===== config.mk =====
export PLATFORM = sky130hd
export DESIGN_NAME = fifo_burst_reader
export DESIGN_NICKNAME = d
export VERILOG_FILES = /design/src/rtl/fifo_burst_reader_pkg.sv /design/src/rtl/fifo_burst_reader_stream_skid_buf.sv /design/src/rtl/fifo_burst_reader.sv
export SDC_FILE = /design/constraint.sdc
export NUM_CORES = 1
export LEC_CHECK = 0
export ABC_AREA = 1
export CORE_MARGIN = 1
export CORE_UTILIZATION = 35
export DETAILED_ROUTE_END_ITERATION = 8
export SETUP_SLACK_MARGIN = 0.4
export SLEW_MARGIN = 40
export SYNTH_ARGS = -nofsm -noshare
export SYNTH_HDL_FRONTEND = slang
export SYNTH_SLANG_ARGS = --single-unit

===== constraint.sdc =====
create_clock -name clk -period 2.42 [get_ports clk]
set_clock_uncertainty 0.05 [all_clocks]
set_input_delay 0.242 -clock clk [delete_from_list [all_inputs] [get_ports clk]]
set_output_delay 0.242 -clock clk [all_outputs]
set_load 0.02 [all_outputs]

===== src/rtl/fifo_burst_reader_pkg.sv =====
// Shared constants for the 64x8 low/high-water FIFO and its burst reader.
// Also holds the reader state encoding and a pointer-width helper.
package fifo_burst_reader_pkg;

  localparam int FIFO_WIDTH     = 8;
  localparam int FIFO_DEPTH     = 6;
  localparam int FIFO_MAX_COUNT = 64;
  localparam int LOW_WATER      = FIFO_MAX_COUNT / 4;
  localparam int HIGH_WATER     = FIFO_MAX_COUNT * 3 / 4;

  typedef enum logic {
    IDLE  = 1'b0,
    BURST = 1'b1
  } state_e;

  // A single-entry queue still needs a 1-bit pointer.
  function automatic int ptr_w(input int entries);
    return (entries > 1) ? $clog2(entries) : 1;
  endfunction

endpackage


===== src/rtl/fifo_burst_reader_stream_skid_buf.sv =====
// Small circular valid/ready buffer that receives FIFO read data and presents the head word.
// Storage is not reset; the head output is forced to zero whenever the buffer is empty.
module stream_skid_buf
  import fifo_burst_reader_pkg::*;
#(
  parameter int WIDTH      = 8,
  parameter int SKID_DEPTH = 2
) (
  input  logic                              clk,
  input  logic                              rst_n,
  input  logic                              push,
  input  logic [WIDTH-1:0]                  push_data,
  input  logic                              pop,
  output logic [WIDTH-1:0]                  head_data,
  output logic [$clog2(SKID_DEPTH+1)-1:0]   occ
);

  localparam int PW = ptr_w(SKID_DEPTH);
  localparam int OW = $clog2(SKID_DEPTH + 1);

  logic [WIDTH-1:0] mem [SKID_DEPTH];
  logic [PW-1:0]    wr_ptr;
  logic [PW-1:0]    rd_ptr;

  function automatic logic [PW-1:0] ptr_inc(input logic [PW-1:0] p);
    return (p == PW'(SKID_DEPTH - 1)) ? '0 : p + PW'(1);
  endfunction

  always_ff @(posedge clk or negedge rst_n) begin
    if (!rst_n) begin
      wr_ptr <= '0;
      rd_ptr <= '0;
      occ    <= '0;
    end else begin
      if (push) wr_ptr <= ptr_inc(wr_ptr);
      if (pop)  rd_ptr <= ptr_inc(rd_ptr);
      case ({push, pop})
        2'b10:   occ <= occ + OW'(1);
        2'b01:   occ <= occ - OW'(1);
        default: occ <= occ;
      endcase
    end
  end

  always_ff @(posedge clk) begin
    if (push) mem[wr_ptr] <= push_data;
  end

  assign head_data = (occ != '0) ? mem[rd_ptr] : '0;

endmodule


===== src/rtl/fifo_burst_reader.sv =====
// Read-side burst engine: drains whole bursts from the low-water FIFO once a burst is guaranteed,
// absorbs the FIFO's registered read latency and forwards words on a valid/ready stream.
module fifo_burst_reader
  import fifo_burst_reader_pkg::*;
#(
  parameter int WIDTH      = FIFO_WIDTH,
  parameter int DEPTH      = FIFO_DEPTH,
  parameter int BURST_LEN  = 16,
  parameter int SKID_DEPTH = 2
) (
  input  logic             clk,
  input  logic             rst_n,
  input  logic             enable,
  input  logic             fifo_empty,
  input  logic [WIDTH-1:0] fifo_data_out,
  output logic             fifo_read_en,
  output logic [WIDTH-1:0] out_data,
  output logic             out_valid,
  input  logic             out_ready,
  output logic             busy,
  output logic             burst_done
);

  localparam int CW = $clog2(BURST_LEN + 1);
  localparam int OW = $clog2(SKID_DEPTH + 1);
  localparam logic [OW:0] SKID_LIM = (OW + 1)'(SKID_DEPTH);

  if (BURST_LEN > (2 ** DEPTH) / 4 || SKID_DEPTH < 2) begin : g_param_check
    $error("fifo_burst_reader: BURST_LEN must not exceed the low-water threshold and SKID_DEPTH must be >= 2");
  end

  state_e        state, state_nxt;
  logic [CW-1:0] cnt, cnt_nxt;
  logic          inflight;
  logic [OW-1:0] occ;
  logic          pop;
  logic          issue;
  logic [OW:0]   credit_use;

  assign pop        = out_valid & out_ready;
  // Words already owed to the buffer: stored, in flight, minus the one leaving this cycle.
  assign credit_use = {1'b0, occ} + (OW + 1)'(inflight) - (OW + 1)'(pop);
  assign issue      = (state == BURST) && (credit_use < SKID_LIM);

  always_comb begin
    state_nxt  = state;
    cnt_nxt    = cnt;
    burst_done = 1'b0;
    case (state)
      IDLE: begin
        if (enable && !fifo_empty) begin
          state_nxt = BURST;
          cnt_nxt   = CW'(BURST_LEN);
        end
      end
      BURST: begin
        if (issue) begin
          cnt_nxt = cnt - CW'(1);
          if (cnt == CW'(1)) begin
            burst_done = 1'b1;
            state_nxt  = IDLE;
          end
        end
      end
      default: state_nxt = IDLE;
    endcase
  end

  // Stage p0 -> p1: read strobe issued, FIFO data returns one cycle later.
  always_ff @(posedge clk or negedge rst_n) begin
    if (!rst_n) begin
      state    <= IDLE;
      cnt      <= '0;
      inflight <= 1'b0;
    end else begin
      state    <= state_nxt;
      cnt      <= cnt_nxt;
      inflight <= issue;
    end
  end

  // Stage p1 -> p2: returned word captured into the output buffer.
  stream_skid_buf #(
    .WIDTH      (WIDTH),
    .SKID_DEPTH (SKID_DEPTH)
  ) u_skid (
    .clk       (clk),
    .rst_n     (rst_n),
    .push      (inflight),
    .push_data (fifo_data_out),
    .pop       (pop),
    .head_data (out_data),
    .occ       (occ)
  );

  assign fifo_read_en = issue;
  assign out_valid    = (occ != '0);
  assign busy         = (state == BURST) | inflight | (occ != '0);

endmodule


==> metrics.md <==
| Metric | Value |
|---|---|
| GR Util All Layers | 14.6% |
| # rows | 21 |
| Initial Util | 36.8% |
| Final Hold Viols | 0 |
| CP cell instances | inv_2, nand3_2, o21ai_2, inv_1, fa_2, nand4_4, nor2_4, buf_6 |
| Post-synth top area cell | edfxtp_1 |
| Drt first pass iters | 4 |
| Layout cells sized above 1 | 21.7% |
| Inst Count DP | 199 |
| Commonest non-fill, non-tap cell in the layout | nand2_1 |
| Number of synthesized register bits | 27 |
| Gpl congestion | 0.781 |
| Fill count | 322 |
| Slowest CP cell | fa_2 |
| Req. time, crit path | 2130 ps |
| Commonest cells after routing, fill and taps aside | nand2_1, edfxtp_1, nand3_1, buf_4, clkdlybuf4s50_1 |
| DP Worst Slack | -424 ps |
| Port Buffers | 24 |
| Multi-input gate area | 463 um2 |
| CTS tree | built |
| Final min period | 2380 ps |
| First-pass GRT wire length | 3960 um |
| RSZ-0062 raised after global routing | yes |
| Vias in the first global route | 934 |
| Total CTS buffers | 3 |
| Post-synthesis cell type count | 21 |
| Pwr/cell area | 1320 nW/um2 |
| Initial antenna violation count | 0 |
| Syn Nets | 141 |
| Switching Share | 42.2% |
| Diode count | 0 |
| Setup crit start kind | flip-flop |
| Crit-path max FO | 3 |
| DIE HEIGHT | 61.5 um |
| RR Startpoint | u_skid.occ[0] |
| Final WS setup | 44.5 ps |
| Final setup fails | 0 |
| Post-Layout Cell Count | 212 |
| Final period utilization | 98.2% |
| P&R area growth vs syn | 38.8% |
| Largest net degree at the start of global routing | 15 |
| Status | finished clean |
| FF-to-FF End | cnt[1] |
| Sequential share of the synthesized area | 61.0% |
| Detailed Route Iter0 Violations | 21 |
| Slew @ Worst Pin | 733 ps |
| Max Clock Freq | 421 MHz |
| Top post-synthesis cells by area | edfxtp_1, dfrtp_1, nand2_1 |
| Vias per std cell | 4.60 |
| Mapped Cells | 125 |
| Final Slew Violations | 0 |
| Die Area | 3780 um2 |
| Switching pwr | 0.000962 W |
| Critical path arrival | 2080 ps |
| Clk sink count | 27 |
| Sequential share of power | 34.1% |
| Leak | 0.777 nW |
| Cell Area, Synth | 1240 um2 |
| Clock power frac | 8.2% |
| GR Overflow Total | 0 |
| IR drop worst, VDD | 0.762 mV |
| Avg Cell Area, Syn | 9.91 um2 |
| FF/Latch Area | 757 um2 |
| Insertion delay to the later sink of the worst-skew pair | 320 ps |
| Post-Route WL | 2460 um |
| Core area | 3360 um2 |
| Hpwl dp | 1690 um |
| Clock Path Buffers | 2 |
| Post-Route Utilization | 51.1% |
| Top cell type's share of synthesized area | 38.8% |
| R2r setup slk | 110 ps |
| Max H-tree Level | 1 |
| CTS clk-pin slew, worst paths | 140 ps |
| WHS | 186 ps |
| Wire length per cell | 11.6 um |
| Worst slew margin | 51.0% |
| Final #Nets | 183 |
| Crit-path max cell delay | 570 ps |
| Num ports | 25 |
| Die span in x | 61.5 um |
| Part of the power in combinational logic | 57.6% |
| Clock root buffer | clkbuf_4 |
| Vias | 976 |
| ANT nets after route | 0 |
| Number of remaining DRC errors | 0 |
| Int Pwr | 0.00132 W |
| CP Class | flip-flop to primary output |
| Worst hold path class | input port to asynchronous set/reset pin |
| YS warnings | 0 |
| R2R depth | 11 |
| Setup crit end kind | primary output |
| Maximum Capacitance Violations | 0 |
-- cell type report --
cell class	instances	area share (%)
sequential	27	44.0
clock buffer	4	1.53
tap	46	3.35
multi-input combinational	82	26.9
inverter	15	3.35
timing repair buffer	38	20.8
-- synth_stat cells (all sizes together) --
library cell and n:
xnor2 1, inv 14, o21ai 3, edfxtp 16, nand2 37, nor2 10
clkinv 1, ha 2, or2 1, xor2 2, a21oi 8, nand3 14
nand4 1, buf 1, dfrtp 11, fa 1, nand3b 1, nor3 1
-- metal layers --
layer | share of wire [%] | track usage [%] | up-vias
met5 | 0 | 0 | -
met4 | 0.85 | 7.30 | 0
met3 | 3.2 | 2.10 | 2
met2 | 54 | 26.9 | 18
met1 | 42 | 16.3 | 464
li1 | - | - | 492
-- power groups by stage --
stage / combinational [W] / sequential, W / clock, W
after floorplan: 0.000733 / 0.000752 / 0
after global placement: 0.00112 / 0.000777 / 0
after detailed placement: 0.00116 / 0.000780 / 0
after CTS: 0.00125 / 0.000777 / 0.000197
after global routing: 0.00147 / 0.000799 / 0.000212
final: 0.00131 / 0.000777 / 0.000188
-- registers in the layout (all words and copies together) (netlist names) --
signal	count
u_skid.occ	2
cnt	5
u_skid.rd_ptr	1
u_skid.mem	16
inflight	1
state	1
u_skid.wr_ptr	1
-- timing repair --
| action | CTS | global route |
|---|---|---|
| pin swaps | 1 | 0 |
| buffers inserted | 5 | 4 |
| endpoints found under the setup margin | 17 | 8 |
| hold buffers | 0 | 0 |
| resized for setup | 34 | 4 |
-- logic make-up after synthesis --
logic type	after synthesis	synth area share, %
XOR/XNOR	3	2.12
AO/OA/AOI/OAI	11	4.44
flip-flops	27	61.0
AND/OR/NAND/NOR	65	23.8
buffers and inverters	16	4.95
adder cells (fa/ha/maj)	3	3.64
-- how the worst max path moves through the flow --
stage,endpoint,start,depth (start not counted),slack (ps)
global placement,burst_done,out_ready,8,-400
CTS,burst_done,u_skid.occ[0],8,70
floorplan,fifo_read_en,u_skid.occ[1],6,390
global route,burst_done,u_skid.occ[0],8,-60
detailed placement,burst_done,out_ready,8,-420
finish,burst_done,u_skid.occ[0],8,40
-- worst max-delay path, delay by kind of cell (launching register included) --
kind / cells / cell delay, ps
adders and majority gates: 1 / 570
DFF: 1 / 430
and+or+nand+nor: 3 / 330
buffers and inverters: 3 / 290
AOI/OAI and AO/OA: 1 / 150
-- metrics by stage --
step | TNS, ps | total power, W | area, um2
global placement | -804 | 0.00190 | 1580
CTS | 0 | 0.00222 | 1680
global route | -99.8 | 0.00248 | 1720
finish | 0 | 0.00228 | 1720
detailed placement | -853 | 0.00194 | 1580
floorplan | 0 | 0.00148 | 1250
(Power assumes the default switching activity.)
